==> src/rtl/router_dst_reader.sv <==
// Destination-side reader for one router output port: pulls a packet out of the
// router FIFO, streams its payload, checks parity/address/length and keeps counts.
module router_dst_reader #(
  parameter logic [1:0] PORT_ID     = 2'd0,
  parameter int         START_DELAY = 2,
  parameter int         STALL_LIMIT = 64
) (
  input  logic        clock,
  input  logic        rest,
  input  logic        valid_out,
  input  logic [7:0]  dout,
  output logic        rd_en,
  input  logic        pause,
  output logic [7:0]  byte_data,
  output logic        byte_valid,
  output logic        pkt_done,
  output logic [7:0]  pkt_hdr,
  output logic        parity_err,
  output logic        addr_err,
  output logic        len_err,
  output logic        trunc_err,
  output logic [15:0] pkt_cnt,
  output logic [15:0] err_cnt
);

  typedef enum logic [2:0] {IDLE, DELAY, HDR_REQ, HDR_WAIT, BODY, DONE} state_t;

  localparam int SW = $clog2(STALL_LIMIT + 1);
  // The IDLE cycle that sees valid_out already counts as the first delay cycle.
  localparam logic [4:0]    DELAY_LAST = (START_DELAY >= 2) ? 5'(START_DELAY - 2) : 5'd0;
  localparam logic [SW-1:0] STALL_LAST = SW'(STALL_LIMIT - 1);

  state_t        state_q, state_d;
  logic [4:0]    cnt_q, cnt_d;
  logic          rd_q, rd_d;
  logic [7:0]    hdr_q, hdr_d;
  logic [7:0]    acc_q, acc_d;
  logic [6:0]    req_left_q, req_left_d;
  logic [6:0]    rcv_left_q, rcv_left_d;
  logic [SW-1:0] stall_q, stall_d;
  logic [7:0]    byte_data_q, byte_data_d;
  logic          byte_valid_q, byte_valid_d;
  logic          parity_q, parity_d;
  logic          addr_q, addr_d;
  logic          len_q, len_d;
  logic          trunc_q, trunc_d;
  logic [15:0]   pkt_cnt_q, pkt_cnt_d;
  logic [15:0]   err_cnt_q, err_cnt_d;

  logic       stall_busy;
  logic       stall_hit;
  logic [6:0] len_p1;

  assign len_p1     = {1'b0, dout[7:2]} + 7'd1;
  assign stall_busy = (state_q == HDR_REQ) || (state_q == BODY);
  assign stall_hit  = stall_busy && !valid_out && !pause && (stall_q == STALL_LAST);

  always_comb begin
    state_d      = state_q;
    cnt_d        = cnt_q;
    hdr_d        = hdr_q;
    acc_d        = acc_q;
    req_left_d   = req_left_q;
    rcv_left_d   = rcv_left_q;
    byte_data_d  = byte_data_q;
    byte_valid_d = 1'b0;
    parity_d     = parity_q;
    addr_d       = addr_q;
    len_d        = len_q;
    trunc_d      = trunc_q;
    pkt_cnt_d    = pkt_cnt_q;
    err_cnt_d    = err_cnt_q;
    rd_en        = 1'b0;
    stall_d      = '0;

    // Paused cycles neither advance nor clear the stall count.
    if (stall_busy) begin
      if (valid_out)   stall_d = '0;
      else if (!pause) stall_d = stall_q + SW'(1);
      else             stall_d = stall_q;
    end

    case (state_q)
      IDLE: begin
        if (valid_out) begin
          cnt_d   = 5'd0;
          state_d = (START_DELAY < 2) ? HDR_REQ : DELAY;
        end
      end
      DELAY: begin
        cnt_d = cnt_q + 5'd1;
        if (cnt_q == DELAY_LAST) state_d = HDR_REQ;
      end
      HDR_REQ: begin
        rd_en = valid_out && !pause;
        if (stall_hit) begin
          trunc_d = 1'b1;
          state_d = DONE;
        end else if (rd_en) begin
          state_d = HDR_WAIT;
        end
      end
      HDR_WAIT: begin
        hdr_d      = dout;
        acc_d      = dout;
        req_left_d = len_p1;
        rcv_left_d = len_p1;
        parity_d   = 1'b0;
        addr_d     = (dout[1:0] != PORT_ID);
        len_d      = (dout[7:2] == 6'd0);
        trunc_d    = 1'b0;
        state_d    = BODY;
      end
      BODY: begin
        rd_en = valid_out && !pause && (req_left_q != 7'd0);
        if (rd_en) req_left_d = req_left_q - 7'd1;
        // The last byte of the packet is parity; everything before it is payload.
        if (rd_q && (rcv_left_q != 7'd0)) begin
          rcv_left_d = rcv_left_q - 7'd1;
          if (rcv_left_q > 7'd1) begin
            acc_d        = acc_q ^ dout;
            byte_data_d  = dout;
            byte_valid_d = 1'b1;
          end else begin
            parity_d = (acc_q != dout);
            state_d  = DONE;
          end
        end else if (stall_hit) begin
          trunc_d = 1'b1;
          state_d = DONE;
        end
      end
      DONE: begin
        if (pkt_cnt_q != 16'hFFFF) pkt_cnt_d = pkt_cnt_q + 16'd1;
        if ((parity_q || addr_q || len_q || trunc_q) && (err_cnt_q != 16'hFFFF))
          err_cnt_d = err_cnt_q + 16'd1;
        state_d = IDLE;
      end
      default: state_d = IDLE;
    endcase

    rd_d = rd_en;
  end

  always_ff @(posedge clock or posedge rest) begin
    if (rest) begin
      state_q      <= IDLE;
      cnt_q        <= '0;
      rd_q         <= 1'b0;
      hdr_q        <= '0;
      acc_q        <= '0;
      req_left_q   <= '0;
      rcv_left_q   <= '0;
      stall_q      <= '0;
      byte_data_q  <= '0;
      byte_valid_q <= 1'b0;
      parity_q     <= 1'b0;
      addr_q       <= 1'b0;
      len_q        <= 1'b0;
      trunc_q      <= 1'b0;
      pkt_cnt_q    <= '0;
      err_cnt_q    <= '0;
    end else begin
      state_q      <= state_d;
      cnt_q        <= cnt_d;
      rd_q         <= rd_d;
      hdr_q        <= hdr_d;
      acc_q        <= acc_d;
      req_left_q   <= req_left_d;
      rcv_left_q   <= rcv_left_d;
      stall_q      <= stall_d;
      byte_data_q  <= byte_data_d;
      byte_valid_q <= byte_valid_d;
      parity_q     <= parity_d;
      addr_q       <= addr_d;
      len_q        <= len_d;
      trunc_q      <= trunc_d;
      pkt_cnt_q    <= pkt_cnt_d;
      err_cnt_q    <= err_cnt_d;
    end
  end

  assign byte_data  = byte_data_q;
  assign byte_valid = byte_valid_q;
  assign pkt_done   = (state_q == DONE);
  assign pkt_hdr    = hdr_q;
  assign parity_err = parity_q;
  assign addr_err   = addr_q;
  assign len_err    = len_q;
  assign trunc_err  = trunc_q;
  assign pkt_cnt    = pkt_cnt_q;
  assign err_cnt    = err_cnt_q;

endmodule

==> config.mk <==
export PLATFORM = sky130hd
export DESIGN_NAME = router_dst_reader
export DESIGN_NICKNAME = d
export VERILOG_FILES = /design/src/rtl/router_dst_reader.sv
export SDC_FILE = /design/constraint.sdc
export NUM_CORES = 1
export LEC_CHECK = 0
export ABC_CLOCK_PERIOD_IN_PS = 7100
export CAP_MARGIN = 0
export CORE_UTILIZATION = 40
export DETAILED_ROUTE_END_ITERATION = 16
export GPL_ROUTABILITY_DRIVEN = 1
export GPL_TIMING_DRIVEN = 0
export SYNTH_ARGS = -nofsm -noshare
export SYNTH_HDL_FRONTEND = slang
export SYNTH_SLANG_ARGS = --single-unit
==> constraint.sdc <==
create_clock -name clock -period 7.1 [get_ports clock]
set_input_delay 1.42 -clock clock [delete_from_list [all_inputs] [get_ports clock]]
set_output_delay 1.42 -clock clock [all_outputs]
set_load 0.01 [all_outputs]
==> metrics, run 1 <==
outcome=finished, final reports clean; largest net degree at the start of global routing=47; library cell occupying the most area in the post-synthesis netlist=dfrtp_1; antenna violations before repair=0; post-cts hold buffer count=0; FF-to-FF path depth=8; actual transition at the worst max-transition pin=605.0 ps; Starting Density=0.4099; synthesized instance count=~480; Post-CTS Setup Bufs=0; number of flops mapped to enable cells by yosys=0; setup TNS=0 ps; global routing usage summed across all routing layers=0.1785; startpoint of the worst-slack reg-to-reg timing path=req_left_q[0]$_DFFE_PP0P_; clk sink count=91; via count of the first global-routing pass=approximately 3500; setup repair after global routing missed its margin=no; number of synthesized register bits=~90; Distinct cells, synth=58; Post-synth ARST share=1.000; arrival time of data at the critical path endpoint=a little over 3000 ps; source of the worst hold timing path=pkt_hdr[0]$_DFFE_PP0P_; remaining antenna violation count=0; Max FO, Critical Path=6; worst endpoint required time=5680 ps; first-pass GRT wire length=16630 um; number of max-capacitance violations reported=0; startpoint type of the worst setup path=input pin; count of warnings emitted by yosys=0; FF-to-FF End=req_left_q[5]$_DFFE_PP0P_; leading register cell type out of synthesis=dfrtp_1; final setup vio count=0; portion of the post-synthesis area used by sequential elements=0.4865; TritonCTS clock tree=yes; Root Driver=clkbuf_16; final hold violation count=0; Remaining Overflow, GRT=0; Port Buf Inserts=63; Leakage=2.462 nW; total via count in the routed design=3708; Hold/Removal Path Class=reg2reg; share of cells above drive strength 1=0.09336; worst setup path endpoint=rd_en; total DRC errors in the routed layout=0; Ant. Diodes=0; DIE HEIGHT=110.2 um; insertion delay of the later-clocked pin in the worst-skew pair=340 ps; Clock Skews=4.680 ps; power density cells=338.5 nW/um^2; TritonCTS Buffers=9; most instantiated library cell after synthesis=dfrtp_1; highest attainable clock frequency=0.2213 GHz; core region area=approximately 11000 sq um; minimum clock period=around 4500 ps; Final Cycle Share=0.6365; # resized after CTS=0; H-tree depth reported by CTS=3; Clock transition at path regs=~60 ps; number of violations reported at the end of detailed-routing iteration 0=between 200 and 250; largest cells by area after synthesis=dfrtp_1 (49%), xnor2_1 (5.2%), nand2_1 (4.3%); total die area=12140 sq um; hpwl dp=7296 um; detailed-routing iteration count for the pre-antenna-repair pass=6; I/O pin cnt=67; number of buffers between clock root and the deepest sink=2; share of the synthesized area in the top cell type=0.4865; Vias per Instance=5.297; overall power after layout=between 1.5 and 2 mW; Setup Crit Path Kind=in2out; routability cong.=0.7892; worst setup path startpoint=pause; average cell area after synthesis=9.813 sq um; routed wire length per instance=14.58 um; number of nets at the end of the flow=574; net count after synthesis=between 400 and 500; Synth-to-Final Area Change=24.08%; peak supply drop=189.0 uV; final routed wirelength across all metal layers=10210 um; most numerous cell types in the synthesized netlist=dfrtp_1 (91), nand2_1 (54), nor2_1 (37); CP endpoint kind=output port; worst setup slack for register-to-register paths=approximately 4800 ps; Slew Viols, Final=0; cell area after technology mapping=4681 sq um; worst max-slew margin expressed relative to the limit=0.5967; die span in x=110.2 um; Row Count=39
[final cells by class]
| type | count | area [sq um] |
|---|---|---|
| buffer | 20 | 105.1 |
| clock buffer | 12 | 236.5 |
| clock inverter | 4 | 51.30 |
| fill | 1091 | 5610 |
| inverter | 20 | 80.08 |
| multi-input combinational | 346 | 2221 |
| sequential | 91 | 2277 |
| tap | 143 | 178.9 |
| timing repair buffer | 64 | 658.1 |
[cell usage in the layout (no fill, tap or decap), drive strengths merged, types with 20 or more instances in the layout]
| master | synthesis | routed |
|---|---|---|
| dfrtp | 91 | 91 |
| clkbuf | 9 | 21 |
| nand3 | 27 | 27 |
| a21oi | 30 | 30 |
| xnor2 | 28 | 28 |
| o21ai | 37 | 37 |
| inv | 20 | 20 |
| nor2 | 37 | 37 |
| clkdlybuf4s50 | 0 | 63 |
| nand2 | 54 | 54 |
[power by group]
part | switching [mW] | leakage [nW] | internal [mW]
registers | 0.132 | 1.17 | 0.664
logic | 0.362 | 1.16 | 0.335
clock network | 0.199 | 0.137 | 0.273
total | 0.693 | 2.46 | 1.27
[state kept, by name (all words and copies together), names as in the netlist]
name / count
len_err: 1
err_cnt: 16
pkt_cnt: 16
byte_valid: 1
rd_q: 1
stall_q: 7
byte_data: 8
parity_err: 1
state_q: 3
pkt_hdr: 8
cnt_q: 5
trunc_err: 1
acc_q: 8
addr_err: 1
rcv_left_q: 7
req_left_q: 7
[metal layers]
layer | wire length, um | share of wire | GRT usage
met1 | 4745 | 0.46 | 0.2351
met2 | 4897 | 0.48 | 0.2871
met3 | 446 | 0.044 | 0.05115
met4 | 115 | 0.011 | 0.04887
met5 | 0 | 0 | 0
[worst max-delay path, cell delays in order]
cell             delay, ps
clkdlybuf4s50_1        510
nand2b_1               240
nor3_1                 320
clkdlybuf4s50_1        600
[cells by family after synthesis]
| group | after synthesis | synth area share |
|---|---|---|
| flops | 91 | 0.4865 |
| buf+inv | 40 | 0.03903 |
| xor+xnor | 47 | 0.08795 |
| mux | 13 | 0.03074 |
| simple gates | 181 | 0.2018 |
| fa+ha+maj | 10 | 0.02673 |
| compound gates | 95 | 0.1272 |
[through the flow]
stage	instances	instance area, sq um	worst slack, ps	utilization	hold WS [ps]
global placement	683	5490	1794	0.4808	463.8
global route	700	5808	2484	0.5087	503.7
CTS	700	5808	2544	0.5087	487.0
finish	700	5808	2581	0.5087	480.9
floorplan	477	4681	3316	-	471.8
detailed placement	684	5520	2557	0.4835	470.5
[worst min-delay path by stage]
stage                           endpoint  cells past startpoint
5_1_grt           pkt_hdr[0]$_DFFE_PP0P_                      2
6_report          pkt_hdr[0]$_DFFE_PP0P_                      2
3_5_place_dp      pkt_hdr[5]$_DFFE_PP0P_                      2
2_1_floorplan  req_left_q[6]$_DFFE_PP0P_                      2
4_1_cts           pkt_hdr[5]$_DFFE_PP0P_                      2
3_3_place_gp      pkt_hdr[5]$_DFFE_PP0P_                      2
(Power assumes the default switching activity.)
==> run 2, diff against run 1 <==
--- a/config.mk
+++ b/config.mk
@@ -5,7 +5,7 @@
 export SDC_FILE = /design/constraint.sdc
 export NUM_CORES = 1
 export LEC_CHECK = 0
-export ABC_CLOCK_PERIOD_IN_PS = 7100
+export ABC_CLOCK_PERIOD_IN_PS = 3600
 export CAP_MARGIN = 0
 export CORE_UTILIZATION = 40
 export DETAILED_ROUTE_END_ITERATION = 16
==> constraint.sdc (replaced) <==
create_clock -name clock -period 3.6 [get_ports clock]
set_input_delay 0.72 -clock clock [delete_from_list [all_inputs] [get_ports clock]]
set_output_delay 0.72 -clock clock [all_outputs]
set_load 0.01 [all_outputs]
==> results of run 2 <==
Same layout as run 1 (identical final DEF). Status: finished, final reports clean.
Among the figures that moved: setup slack after placement 2557 ps -> 457.2 ps; setup slack after layout 2581 ps -> 227.6 ps; start point of the critical path pause -> req_left_q[0]$_DFFE_PP0P_; register-to-register setup slack 4820 ps -> 1320 ps; total power 1.966 mW -> 3.878 mW; worst IR drop on VDD 189.0 uV -> 372.8 uV
==> run 3, diff against run 2 <==
--- a/config.mk
+++ b/config.mk
@@ -7,6 +7,7 @@
 export LEC_CHECK = 0
 export ABC_CLOCK_PERIOD_IN_PS = 3600
 export CAP_MARGIN = 0
+export CORE_MARGIN = 2
 export CORE_UTILIZATION = 40
 export DETAILED_ROUTE_END_ITERATION = 16
 export GPL_ROUTABILITY_DRIVEN = 1
==> run 3 against run 2 <==
Via count grew 0.81%; clock power grew 3.5%; design area grew 0.22%; first-iteration DRC count grew 10%; register-to-register slack is essentially flat; utilization grew 0.11 points; sequential cell count is the same; critical path type unchanged; largest cell class unchanged.
==> metrics, run 3 (same netlist as run 1, synthesis figures left out) <==
largest net degree at the start of global routing=50 (was 47); remaining antenna violation count=0 (unchanged); global routing usage summed across all routing layers=0.1735 (was 0.1785); final routed wirelength across all metal layers=10300 um (was 10210 um); number of buffers between clock root and the deepest sink=2 (unchanged); setup repair after global routing missed its margin=no (unchanged); Crit path largest cell delay=510 ps (was 500 ps); most frequent standard cell in the layout excluding fill and tap cells=dfrtp_1 (unchanged); TritonCTS Buffers=9 (unchanged); via count of the first global-routing pass=3691 (was 3458); Final Cycle Share=0.9359 (was 0.9368); post-cts hold buffer count=0 (unchanged); H-tree depth reported by CTS=3 (unchanged); outcome=finished, final reports clean (unchanged); share of cells above drive strength 1=0.09695 (was 0.09336); Ant. Diodes=0 (unchanged); peak supply drop=344.2 uV (was 372.8 uV); antenna violations before repair=0 (unchanged); area of all placed cells without fillers=5821 sq um (was 5808 sq um); Starting Density=0.4099 (unchanged); post-route core utilization=0.5098 (was 0.5087); # resized after CTS=0 (unchanged); worst endpoint required time=2880 ps (about the same); Row Count=39 (unchanged); CP endpoint kind=output port (unchanged); total die area=12580 sq um (was 12140 sq um); DIE HEIGHT=112.2 um (was 110.2 um); clk sink count=91 (unchanged); number of nets at the end of the flow=574 (unchanged); core region area=11420 sq um (unchanged); minimum clock period=3369 ps (was 3372 ps); Hold/Removal Path Class=reg2reg (unchanged); Remaining Overflow, GRT=0 (unchanged); Leakage=2.465 nW (was 2.462 nW); Clock transition at path regs=70 ps (was 60 ps); Max FO, Critical Path=4 (unchanged); critical path, cell by cell=inv_1 > ha_1 > or3b_4 > or4_4 > a21oi_1 > nor3_1 > clkdlybuf4s50_1 (unchanged); total DRC errors in the routed layout=0 (unchanged); Vias per Instance=5.340 (was 5.297); Synth-to-Final Area Change=24.35% (was 24.08%); Slew Viols, Final=0 (unchanged); I/O pin cnt=67 (unchanged); instance area at placement=5520 sq um (unchanged); TritonCTS clock tree=yes (unchanged); startpoint type of the worst setup path=flip-flop (unchanged); final hold violation count=0 (unchanged); final setup vio count=0 (unchanged); Post-CTS Setup Bufs=0 (unchanged); total via count in the routed design=3738 (was 3708); hpwl dp=7418 um (was 7296 um); Setup Crit Path Kind=reg2out (unchanged); arrival time of data at the critical path endpoint=2650 ps (about the same); overall power after layout=3.906 mW (was 3.878 mW); highest attainable clock frequency=0.2968 GHz (was 0.2965 GHz); insertion delay of the later-clocked pin in the worst-skew pair=350 ps (was 340 ps); number of max-capacitance violations reported=0 (unchanged); first-pass GRT wire length=17810 um (was 16630 um); actual transition at the worst max-transition pin=581.8 ps (was 605.0 ps); die span in x=112.2 um (was 110.2 um); routed wire length per instance=14.72 um (was 14.58 um); Root Driver=clkbuf_16 (unchanged); number of violations reported at the end of detailed-routing iteration 0=250 (was 227); worst max-slew margin expressed relative to the limit=0.6095 (was 0.5967); detailed-routing iteration count for the pre-antenna-repair pass=4 (was 6); routability cong.=0.8239 (was 0.7892); Port Buf Inserts=63 (unchanged); Clock Skews=11.90 ps (was 4.680 ps); power density cells=671.0 nW/um^2 (was 667.6 nW/um^2); library cell contributing the largest single delay on the critical path=clkdlybuf4s50_1 (unchanged); top library cells by usage in the layout, fill and taps aside=dfrtp_1 (91), clkdlybuf4s50_1 (63), nand2_1 (54) (unchanged)
-- run 3: changes by cell type in the layout (fill, tap and decap cells not counted), sizes merged --
cell	previous run	this run
clkinvlp	1	2
clkbuf	21	19
inv	20	22
clkinv	2	1
-- run 3: final timing paths --
| kind | from | end | slack, ps | cells past startpoint |
|---|---|---|---|---|
| max | req_left_q[0]$_DFFE_PP0P_ | rd_en | 230 | 7 |
| min | pkt_hdr[4]$_DFFE_PP0P_ | pkt_hdr[4]$_DFFE_PP0P_ | 480 | 2 |
| max reg2reg | req_left_q[0]$_DFFE_PP0P_ | req_left_q[5]$_DFFE_PP0P_ | 1320 | 8 |
| min reg2reg | pkt_hdr[4]$_DFFE_PP0P_ | pkt_hdr[4]$_DFFE_PP0P_ | 480 | 2 |
| max in group asynchronous | rest | stall_q[3]$_DFFE_PP0P_ | 2170 | 3 |
| min in group asynchronous | rest | err_cnt[3]$_DFFE_PP0P_ | 780 | 2 |
-- run 3: cell type report --
type | count | area (sq um)
inverters | 20 | 80.08
clock buffers | 10 | 229.0
well taps | 143 | 178.9
clock inverters | 6 | 71.32
repair buffers | 64 | 658.1
flip-flops and latches | 91 | 2277
fillers | 1078 | 5598
plain buffers | 20 | 105.1
multi-input cells | 346 | 2221
-- run 3: where the power goes --
group	leakage (nW)	switching [mW]	internal (mW)
combinational	1.16	0.711	0.661
sequential	1.17	0.260	1.31
clock	0.140	0.420	0.545
total	2.47	1.39	2.51
-- run 3: worst max-delay path, delay by kind of cell, from the launching register on --
family	cells	cell delay (ps)
simple gates	3	960
compound gates	1	150
flops	1	370
buf+inv	2	630
fa+ha+maj	1	200
-- run 3: through the flow --
step,worst slack [ps],hold slack (ps),std cells,TNS (ps)
global route,70.17,498.5,700,0
global placement,-1028,462.2,683,-93120
floorplan,516.4,471.8,477,0
CTS,204.0,482.7,700,0
finish,230.9,478.2,700,0
detailed placement,478.5,465.2,684,0
-- run 3: per-layer routing --
metal  GRT usage  share of wire  up-vias
li1            -              -     1830
met5           0              0        -
met1      0.2273           0.47     1815
met2      0.2763           0.46       73
met4     0.08699          0.031        0
met3     0.03348          0.035       20
